**src/rtl/pipe_hazard_ctrl.sv**
```systemverilog
// Stall/flush sequencer for the 5-stage pipeline.
// Drives inter-stage en/flush, PC enable/select, dmem timeout and stall count.
module pipe_hazard_ctrl #(
  parameter int REG_W  = 5,
  parameter int CNT_W  = 32,
  parameter int MEM_TO = 64
) (
  input  logic             clk,
  input  logic             rst_n,
  input  logic [REG_W-1:0] id_rs1,
  input  logic [REG_W-1:0] id_rs2,
  input  logic             id_uses_rs1,
  input  logic             id_uses_rs2,
  input  logic             ex_valid,
  input  logic             ex_is_load,
  input  logic [REG_W-1:0] ex_rd,
  input  logic             ex_redirect,
  input  logic             ex_busy,
  input  logic             imem_ready,
  input  logic             dmem_req,
  input  logic             dmem_ready,
  input  logic             trap,
  output logic             pc_en,
  output logic [1:0]       pc_sel,
  output logic             if_id_en,
  output logic             id_ex_en,
  output logic             ex_mem_en,
  output logic             mem_wb_en,
  output logic             if_id_flush,
  output logic             id_ex_flush,
  output logic             ex_mem_flush,
  output logic             mem_wb_flush,
  output logic             bus_err,
  output logic [CNT_W-1:0] stall_cnt
);

  localparam int WC_W = $clog2(MEM_TO + 1);
  localparam logic [WC_W-1:0] TO_MAX = WC_W'(MEM_TO);
  localparam logic [WC_W-1:0] TO_HIT = WC_W'(MEM_TO - 1);

  typedef enum logic [1:0] {
    RUN,
    MEM_WAIT,
    TRAP_RECOV
  } state_t;

  typedef struct packed {
    logic en;
    logic flush;
  } stg_t;

  localparam stg_t PASS = '{en: 1'b1, flush: 1'b0};
  localparam stg_t HOLD = '{en: 1'b0, flush: 1'b0};
  localparam stg_t BUBB = '{en: 1'b0, flush: 1'b1};

  state_t          state;
  logic [WC_W-1:0] wait_cnt;

  logic trap_act;
  logic mem_stall;
  logic rs1_hit;
  logic rs2_hit;
  logic load_use;

  assign trap_act  = trap & (state != TRAP_RECOV);
  assign mem_stall = dmem_req & ~dmem_ready;
  assign rs1_hit   = id_uses_rs1 & (id_rs1 == ex_rd);
  assign rs2_hit   = id_uses_rs2 & (id_rs2 == ex_rd);
  assign load_use  = ex_valid & ex_is_load & (ex_rd != '0)
                   & (rs1_hit | rs2_hit);

  // One-hot winner of the priority chain
  logic r_trap;
  logic r_mem;
  logic r_busy;
  logic r_redir;
  logic r_lu;
  logic r_fetch;
  logic blk_mem;
  logic blk_busy;
  logic blk_redir;
  logic blk_lu;

  assign blk_mem   = trap_act;
  assign blk_busy  = blk_mem | mem_stall;
  assign blk_redir = blk_busy | ex_busy;
  assign blk_lu    = blk_redir | ex_redirect;

  assign r_trap  = trap_act;
  assign r_mem   = ~blk_mem & mem_stall;
  assign r_busy  = ~blk_busy & ex_busy;
  assign r_redir = ~blk_redir & ex_redirect;
  assign r_lu    = ~blk_lu & load_use;
  assign r_fetch = ~(blk_lu | load_use) & ~imem_ready;

  stg_t       s_if;
  stg_t       s_id;
  stg_t       s_ex;
  stg_t       s_wb;
  logic       pc_en_c;
  logic [1:0] pc_sel_c;

  always_comb begin
    s_if     = PASS;
    s_id     = PASS;
    s_ex     = PASS;
    s_wb     = PASS;
    pc_en_c  = 1'b1;
    pc_sel_c = 2'd0;
    unique case (1'b1)
      r_trap: begin
        s_if     = BUBB;
        s_id     = BUBB;
        s_ex     = BUBB;
        s_wb     = BUBB;
        pc_sel_c = 2'd2;
      end
      r_mem: begin
        s_if    = HOLD;
        s_id    = HOLD;
        s_ex    = HOLD;
        s_wb    = BUBB;
        pc_en_c = 1'b0;
      end
      r_busy: begin
        s_if    = HOLD;
        s_id    = HOLD;
        s_ex    = BUBB;
        pc_en_c = 1'b0;
      end
      r_redir: begin
        s_if     = BUBB;
        s_id     = BUBB;
        pc_sel_c = 2'd1;
      end
      r_lu: begin
        s_if    = HOLD;
        s_id    = BUBB;
        pc_en_c = 1'b0;
      end
      r_fetch: begin
        s_if    = BUBB;
        pc_en_c = 1'b0;
      end
      default: ;
    endcase
  end

  // Reset forces the safe drain pattern without waiting for a clock
  always_comb begin
    if (!rst_n) begin
      pc_en        = 1'b0;
      pc_sel       = 2'd0;
      if_id_en     = 1'b0;
      id_ex_en     = 1'b0;
      ex_mem_en    = 1'b0;
      mem_wb_en    = 1'b0;
      if_id_flush  = 1'b1;
      id_ex_flush  = 1'b1;
      ex_mem_flush = 1'b1;
      mem_wb_flush = 1'b1;
      bus_err      = 1'b0;
    end else begin
      pc_en        = pc_en_c;
      pc_sel       = pc_sel_c;
      if_id_en     = s_if.en;
      id_ex_en     = s_id.en;
      ex_mem_en    = s_ex.en;
      mem_wb_en    = s_wb.en;
      if_id_flush  = s_if.flush;
      id_ex_flush  = s_id.flush;
      ex_mem_flush = s_ex.flush;
      mem_wb_flush = s_wb.flush;
      bus_err      = r_mem & (wait_cnt == TO_HIT);
    end
  end

  always_ff @(posedge clk or negedge rst_n) begin
    if (!rst_n) begin
      state    <= RUN;
      wait_cnt <= '0;
    end else begin
      unique case (1'b1)
        r_trap: begin
          state    <= TRAP_RECOV;
          wait_cnt <= '0;
        end
        r_mem: begin
          state <= MEM_WAIT;
          if (wait_cnt != TO_MAX)
            wait_cnt <= wait_cnt + WC_W'(1);
        end
        default: begin
          state    <= RUN;
          wait_cnt <= '0;
        end
      endcase
    end
  end

  always_ff @(posedge clk or negedge rst_n) begin
    if (!rst_n)
      stall_cnt <= '0;
    else if (!pc_en && (stall_cnt != '1))
      stall_cnt <= stall_cnt + CNT_W'(1);
  end

endmodule

```
**config.mk**
```make
export PLATFORM = sky130hd
export DESIGN_NAME = pipe_hazard_ctrl
export DESIGN_NICKNAME = d
export VERILOG_FILES = /design/src/rtl/pipe_hazard_ctrl.sv
export SDC_FILE = /design/constraint.sdc
export NUM_CORES = 1
export LEC_CHECK = 0
export BUFFER_PORTS_ARGS = -buffer_cell sky130_fd_sc_hd__buf_4
export CAP_MARGIN = 5
export CORE_MARGIN = 4
export CORE_UTILIZATION = 30
export DETAILED_ROUTE_END_ITERATION = 10
export PLACE_DENSITY = 0.53
export SLEW_MARGIN = 20
export SYNTH_ARGS = -nofsm -noshare
export SYNTH_HDL_FRONTEND = slang
export SYNTH_SLANG_ARGS = --single-unit
export TNS_END_PERCENT = 50
```
**constraint.sdc**
```tcl
create_clock -name clk -period 2.2 [get_ports clk]
set_input_delay 0.11 -clock clk [delete_from_list [all_inputs] [get_ports clk]]
set_output_delay 0.11 -clock clk [all_outputs]
set_load 0.005 [all_outputs]
```
# Word level (Yosys, flattened, before mapping)
# Index checks and enable logic that the tools add are counted.
[classes] mux=20 n_reduce_logical=10 n_bitwise=25 n_addsub=2 eq_ne=7
[op_table] operator="32-bit by 1-bit adder with 32-bit output (second input constant)" n=1
[op_table] operator="32-bit != test (second input constant)" n=1
[op_table] operator="2-bit case mux with 2 select lines" n=5
[op_table] operator="7-bit 2-to-1 mux" n=2
[op_table] operator="1-bit bitwise AND" n=13
[op_table] operator="1-bit 2-to-1 mux" n=11
[op_table] operator="5-bit equality test" n=2
[op_table] operator="3-bit OR reduction" n=3
[op_table] operator="7-bit by 1-bit adder with 7-bit output (second input constant)" n=1
[op_table] operator="7-bit by 6-bit equality test with 1-bit output (second input constant)" n=1
[op_table] operator="7-bit != test (second input constant)" n=1
[op_table] operator="1-bit inverter" n=7
[op_table] operator="2-bit OR reduction" n=3
[op_table] operator="1-bit bitwise OR" n=5
[op_table] operator="5-bit nonzero test" n=1
[op_table] operator="2-bit 2-to-1 mux" n=2
[op_table] operator="4-bit OR reduction" n=1
[op_table] operator="2-bit by 1-bit != test with 1-bit output (second input constant)" n=1
[op_table] operator="2-bit != test (second input constant)" n=1
[op_table] operator="1-bit logical AND" n=1
[op_table] operator="1-bit zero test" n=1
[word_totals] out_inout_bits=44 wordCells=67 regBits=41

# Longest topological paths before layout
# Gate-level depths: netlist (run 1).
[logic_depth] ltp_word=13 mapped_depth=10 depth_no_buf=8

# Worst setup path before layout (run 1)
# No wires, ideal clock.
[synth_timing] kind="reg-to-reg" from="reg stall_cnt[12]" to="reg stall_cnt[1]" arrival_time_ns=1.921 slack_ns=0.151 setup_ns=0.127 path_stages_with_launch=9 required_time_ns=2.073 n_path_buf=2 period_less_slack_ns=2.049 path_cell_list="dfrtp_1 nand3_1 nor4_2 nand3_1 nor2_1 a21o_1 buf_6 buf_8 mux2_1"
[synth_between] elab_chain_cells=2
[synth_rtl] element="start, declared" line_no="34" source="output logic [CNT_W-1:0] stall_cnt"
[synth_rtl] element="start signal, assigned" line_no="205" source="stall_cnt <= stall_cnt + CNT_W'(1);"
[synth_rtl] element="32-bit != test" line_no="204" source="else if (!pc_en && (stall_cnt != '1))"
[synth_rtl] element="1-bit logical AND" line_no="204"
# No other way between the ends.
# A chain may end at the register's enable or synchronous reset.

# Final worst setup path (run 1)
[layout_timing] from="reg stall_cnt[4]" to="reg stall_cnt[26]"
[layout_between] elab_chain_cells=2 elab_cells_between_ends=3 classes_between="1 x add/sub; 1 x eq/ne; 1 x reduce/logical"
[layout_rtl] element="branches (longest 2 deep; another with 32-bit by 1-bit adder with 32-bit output)"
# Several ways; the timed one is not identified.

==> results by group, run 1 <==
Yosys
  • Synth Area per Inst: 9.872 µm²
  • Net count after synthesis: between 200 and 300
  • EDFF count, synth: 0
  • Area leader, netlist: dfrtp_1
  • Cell count after synthesis: 227
  • Largest family of logic cells by synthesized area: simple AND/OR/NAND/NOR gates
  • YS warnings: 0
  • Number of synthesized register bits: 41
  • Adder-cell share of the synthesized area: 1.675%
  • Register area share after synthesis: 45.78%
  • Post-synthesis mux area share: 0.5025%
  • Top post-synthesis cells by count: 41 x dfrtp_1, 26 x nor2_1, 23 x xnor2_1, 23 x xor2_1, 16 x nand3_1
  • Top-count cell post-synth: dfrtp_1
  • Top FF cell, synth: dfrtp_1
  • Synth async-reset ratio: 100.0%
  • Top cell type's share of synthesized area: 45.78%
  • Synth area leaders: dfrtp_1 46%, xnor2_1 9.0%, xor2_1 9.0%, nor2_1 4.4%, nand3_1 3.6%
  • Synth Cell Area: 0.002241 mm²
  • Synth Area in Simple Gates: a little over a quarter
  • Yosys cell types: 35
  • Compound-cell area share of the yosys netlist: 3.350%
  • Xor/xnor share of the synthesized area: 17.98%

Worst setup path
  • CP max stage delay: 0.46 ns
  • Worst-path cell chain: nand4_2 > nor2_1 > nand4_2 > buf_4 > nor4_1 > buf_4 > nand3_1 > xnor2_1
  • WP data required: approximately 2.4 ns
  • WP data arrival: 2.18 ns
  • Kind of critical path: reg -> reg
  • Slowest-stage cell, CP: dfrtp_1
  • Crit-path max FO: 5
  • Endpoint class of the critical path: flip-flop
  • Crit start category: flip-flop

Floorplanning
  • Die W: about 94 µm
  • Die area: 0.008916 mm²
  • Row cnt: 31
  • I/O Pins: 71
  • Die Ht: 94.43 µm
  • Core ar.: just over 0.007 mm²
  • Starting Density: 30.90%

Route
  • Via count: ~1900
  • Metal-1 WL: approximately 2400 µm
  • Number of iterations in the first detailed-routing pass: 4
  • Top Metal Used: met4
  • Routed wire length on met2: 2148 µm
  • Routed wl met3: 510 µm
  • Wire per inst: 12.33 µm
  • Drt drc: 0
  • Vias/cell: around 4.6
  • Antenna viol nets, final: 0
  • 1st-iter DRT viols: 49
  • Final WL: between 5000 and 6000 µm

Clock network
  • CTS max path bufs: 2
  • CTS tree: built
  • Root Buffer: clkbuf_8
  • Clock-pin slew on the worst setup and hold paths: 0.08 ns
  • Clock Sink Count: 41
  • Htree depth: 2
  • Total CTS buffers: 5
  • Post-CTS Setup Bufs: 0
  • Skew-Pair Late Insertion Delay: 0.29 ns

STA
  • Setup_tns: 0 ns
  • Setup Skew: 0.003740 ns
  • Worst setup margin: 0.2005 ns
  • Hold_ws: approximately 0.16 ns
  • Worst Tran Pin Value: between 0.3 and 0.4 ns
  • F_max: approximately 500 MHz
  • Count of final setup violators: 0
  • Post-route clock period utilization: 90.89%
  • Post-layout min period: about 2.0 ns
  • Worst slew margin: around 74%
  • Pins Over Slew Limit: 0
  • Hold Vio Cnt, Final: 0

Power
  • Part of the power in the clock network: 23.5%
  • Reg power frac: a little under half
  • P_int: 1.560 mW
  • PwrDens: between 700 and 800 mW/mm²
  • Maximum VDD drop: 0.2624 mV
  • Sw frac: between 30% and 40%
  • Switching pwr: 762.0 µW
  • Power Total: about 2.3 mW
  • Pleak: 1.336 nW
  • Comb pwr share: 30.5%

Finish
  • Final #Nets: 341
  • Final instance area: approximately 0.0031 mm²
  • Ant. Diodes: 0
  • Layout Cells excl Fill: a little over 400
  • Area delta synth->final: 38.58%
  • Final core occ: a little over two fifths
  • Layout cells sized above 1: 33.97%

Place
  • Place WS: 0.1304 ns
  • PortBufs: 70
  • Placed Instances: 402
  • Post-placement cell area: 0.002939 mm²
  • Global placer's final weighted congestion: approximately 0.76
  • Post-DP HPWL: roughly 4000 µm

Flow run
  • Max-Cap Viols: 0

GRT
  • First-pass GRT wire length: 8694 µm
  • Grt ovf: 0
  • Largest net degree at the start of global routing: 32
  • Vias in the first global route: 1865
  • Initial antenna violation count: 0
  • Total GRT Usage: 12.19%

Worst hold path
  • Worst min-delay path class: in -> reg

Run status
  • Status: complete, no violations
metal layers:
metal	GRT usage (%)	up-vias
met5	0	-
met4	3.249	0
met3	4.701	6
met2	18.20	66
met1	16.49	866
li1	-	935
power by group through the flow:
stage | logic, mW | clock network, mW | registers [mW]
2_1_floorplan | 0.320 | 0 | 1.07
3_3_place_gp | 0.694 | 0 | 1.08
3_5_place_dp | 0.701 | 0 | 1.09
4_1_cts | 0.704 | 0.557 | 1.07
5_1_grt | 0.788 | 0.598 | 1.10
6_report | 0.709 | 0.545 | 1.07
layout by cell type, fill, tap and decap left out, drive strengths merged:
cell type / n
a21o: 1
a21oi: 2
a31oi: 1
and2: 5
and3: 5
and4bb: 1
buf: 81
clkbuf: 7
clkinv: 1
dfrtp: 41
dlygate4sd3: 1
ha: 3
inv: 15
mux2: 1
nand2: 15
nand3: 16
nand3b: 1
nand4: 5
nor2: 26
nor2b: 2
nor3: 13
nor4: 12
nor4b: 2
o21ai: 2
o22ai: 1
o311a: 1
o31ai: 2
or2b: 1
or3: 2
xnor2: 23
xor2: 23
sequential cells by signal (all words and copies together), names as in the netlist:
register and cells:
stall_cnt 32, state 2, wait_cnt 7
timing repair:
action / in CTS / in global routing
endpoints found under the hold margin: 10 / 0
hold buffers: 1 / 0
resized for setup: 0 / 8
endpoints found under the setup margin: 0 / 8
cells by family (layout without fill, tap and decap cells):
group                      count (synthesis)  after routing
xor gates and xnor gates                  46             46
DFF                                       41             41
and+or+nand+nor                          106            106
AOI/OAI and AO/OA                         10             10
adders and majority gates                  3              3
muxes                                      1              1
buffers and inverters                     20            105
area by class of cell:
cell class	instances	area (µm²)
Clock buffer	7	96.34
Inverter	15	56.30
Timing Repair Buffer	82	630.6
Multi-Input combinational cell	166	1167
Tap cell	99	123.9
Clock inverter	1	5.005
Fill cell	745	4148
Sequential cell	41	1026
worst paths after layout:
path / startpoint / end / slack, ns / cells after the start
max: stall_cnt[4] / stall_cnt[26] / 0.20 / 8
min: trap / state[1] / 0.16 / 3
max reg2reg: stall_cnt[4] / stall_cnt[26] / 0.20 / 8
min reg2reg: stall_cnt[9] / stall_cnt[9] / 0.50 / 1
max in group asynchronous: rst_n / stall_cnt[23] / 1.35 / 3
min in group asynchronous: rst_n / wait_cnt[4] / 0.21 / 2
worst max-delay path, delay by kind of cell (launching register included):
kind	cells	cell delay (ns)
xor+xnor	1	0.13
buf+inv	2	0.35
flops	1	0.46
simple gates	5	0.94
Note: power is estimated with default switching activity, not from simulation.
==> run 2: changes to the inputs <==
- CORE_UTILIZATION: 30 -> 35
- PLACE_DENSITY: 0.53 -> 0.59
- SETUP_SLACK_MARGIN: not set -> 0.05
==> run 2 against run 1 <==
Clock power shrank 12%; clock skew is 0.0019 ns higher; die area fell by 13%; via count rose by 0.91%; count of clock-buffer cells in the layout is 1 higher; utilization increased by 7.5 points; global-route usage up 1.6 points; non-clock buffer count up 2; cell count is 5.4% lower; fmax decreased by 0.61%; cell area shrank 1.8%; largest power group unchanged.
==> results by group, run 2 (synthesized netlist as in run 1, its figures left out) <==
Floorplanning
  • Core ar.: 0.006061 mm² (-16%)
  • Row cnt: 28 (-9.7%)
  • Die area: 0.007747 mm² (-13%)
  • Starting Density: 36.97% (+6.1 points)
  • Die Ht: 88.02 µm (-6.8%)
  • I/O Pins: 71 (unchanged)
  • Die W: 88.02 µm (-6.8%)

Place
  • Placed Instances: 379 (-5.7%)
  • PortBufs: 70 (unchanged)
  • Place WS: 0.1547 ns (+0.02437 ns)
  • Post-DP HPWL: 3864 µm (-3.3%)
  • Global placer's final weighted congestion: 0.7353 (-3.9%)
  • Post-placement cell area: 0.002917 mm² (-0.77%)

Route
  • Antenna viol nets, final: 0 (unchanged)
  • Top Metal Used: met4
  • Drt drc: 0 (unchanged)
  • Vias/cell: 4.859 (+6.6%)
  • 1st-iter DRT viols: 57 (+16%)
  • Wire per inst: 13.05 µm (+5.8%)
  • Routed wl met3: 501 µm (-1.8%)
  • Final WL: 5077 µm (+0.16%)
  • Routed wire length on met2: 2219 µm (+3.3%)
  • Number of iterations in the first detailed-routing pass: 4 (unchanged)
  • Via count: 1890 (+0.91%)
  • Metal-1 WL: 2305 µm (-2.2%)

Power
  • Switching pwr: 748.8 µW (-1.7%)
  • Pleak: 1.331 nW (-0.43%)
  • Sw frac: 33.02% (+0.21 points)
  • Part of the power in the clock network: 21.2% (-2.3 points)
  • Power Total: 2.267 mW (-2.3%)
  • Maximum VDD drop: 0.5442 mV (+110%)
  • P_int: 1.519 mW (-2.6%)
  • Reg power frac: 46.5% (+0.5 points)
  • PwrDens: 743.3 mW/mm² (-0.58%)
  • Comb pwr share: 32.3% (+1.8 points)

STA
  • Worst slew margin: 63.95% (-10 points)
  • RSZ-0062 raised after global routing: yes
  • Setup Skew: 0.005592 ns (+0.001851 ns)
  • Worst setup margin: 0.1882 ns (-0.01229 ns)
  • Post-route clock period utilization: 91.45% (+0.56 points)
  • Hold Vio Cnt, Final: 0 (unchanged)
  • F_max: 497.1 MHz (-0.61%)
  • Hold_ws: 0.1133 ns (-0.04317 ns)
  • Post-layout min period: 2.012 ns (+0.01229 ns)
  • Worst Tran Pin Value: 0.5408 ns (+0.1494 ns)
  • Setup_tns: 0 ns (unchanged)
  • Pins Over Slew Limit: 0 (unchanged)
  • Count of final setup violators: 0 (unchanged)

Worst setup path
  • Crit start category: flip-flop
  • WP data required: 2.41 ns (+0.03 ns)
  • Reg-to-Reg Start: state[1]
  • Endpoint class of the critical path: flip-flop
  • Crit-path max FO: 8 (+3)
  • Kind of critical path: reg -> reg
  • Critical path launch point: state[1]
  • WP data arrival: 2.23 ns (+0.05 ns)

Finish
  • Max FFs per register: 32 (unchanged)
  • Most common cell after layout, fill and taps aside: buf_4
  • Layout cells sized above 1: 33.12% (-0.85 points)
  • Biggest regs: stall_cnt x32, wait_cnt x7, state x2
  • Reg with most FFs: stall_cnt
  • Ant. Diodes: 0 (unchanged)
  • Area delta synth->final: 36.13%
  • Final core occ: 50.33% (+7.5 points)
  • Highest-count cells in the layout ignoring fill and taps: 82 x buf_4, 41 x dfrtp_1, 25 x nor2_1, 23 x xnor2_1, 23 x xor2_1
  • Final #Nets: 343 (+0.59%)
  • Layout Cells excl Fill: 389 (-5.4%)
  • Final instance area: 0.003050 mm² (-1.8%)

GRT
  • Initial antenna violation count: 0 (unchanged)
  • Total GRT Usage: 13.82% (+1.6 points)
  • Grt ovf: 0 (unchanged)
  • Largest net degree at the start of global routing: 45 (+41%)
  • Vias in the first global route: 1927 (+3.3%)
  • First-pass GRT wire length: 8583 µm (-1.3%)

Clock network
  • Clock-pin slew on the worst setup and hold paths: 0.07 ns (about the same)
  • Clock Sink Count: 41 (unchanged)
  • CTS max path bufs: 2 (unchanged)
  • Total CTS buffers: 5 (unchanged)
  • Skew-Pair Late Insertion Delay: 0.29 ns (about the same)
  • CTS tree: built
  • Htree depth: 2 (unchanged)
  • Root Buffer: clkbuf_8

Worst hold path
  • Min-delay src: trap
  • Worst min-delay path class: in -> reg

Run status
  • Status: complete, no violations

Flow run
  • Max-Cap Viols: 0 (unchanged)
==> run 2: cell types whose count changed in the layout (fill, tap and decap cells not counted) <==
cell and delta:
buf_4 +2, clkbuf_1 +3, clkbuf_8 -2, clkinv_2 -1, nor2_1 -1, nor2_2 +1
nor4_1 +2, nor4_2 -1, nor4_4 -1
==> run 2: final timing paths <==
kind	to	slack [ns]	cells after the start
worst max-delay path	stall_cnt[25]	0.19	9
worst min-delay path	state[1]	0.11	3
worst max register to register	stall_cnt[25]	0.19	9
worst min register to register	stall_cnt[22]	0.49	1
max in group asynchronous	stall_cnt[7]	1.34	3
min in group asynchronous	stall_cnt[11]	0.50	3
==> run 2: cell type report <==
class / count / area, µm²
Fill cell: 601 / 3010
Multi-Input combinational cell: 166 / 1149
Sequential cell: 41 / 1026
Timing Repair Buffer: 84 / 645.6
Tap cell: 75 / 93.84
Clock buffer: 8 / 80.08
Inverter: 15 / 56.30
==> run 2: worst max-delay path: stages (launching register included) <==
cell and delay (ns):
dfrtp_1 0.33, inv_1 0.04, o21ai_2 0.17, inv_1 0.10, nor4_2 0.24, a31oi_2 0.16, a21o_1 0.24, buf_4 0.19
nor4_2 0.28, xor2_1 0.17
==> run 2: timing repair <==
action                                  4_1_cts  5_1_grt
buffers inserted                              0        1
endpoints found under the hold margin        41        0
hold buffers                                  1        0
gates resized for setup                       0        6
endpoints found under the setup margin        0       10
==> run 2: metal layers <==
metal  up-vias  GRT usage (%)
met4         0          3.846
met2        69          21.99
li1        935              -
met1       882          17.53
met5         -              0
met3         4          5.456
==> run 2: power by group through the flow <==
stage / Sequential [mW] / Combinational, mW / Clock (mW)
floorplan: 1.07 / 0.320 / 0
global placement: 1.07 / 0.718 / 0
detailed placement: 1.07 / 0.724 / 0
CTS: 1.05 / 0.728 / 0.496
global route: 1.08 / 0.820 / 0.525
finish: 1.05 / 0.733 / 0.480
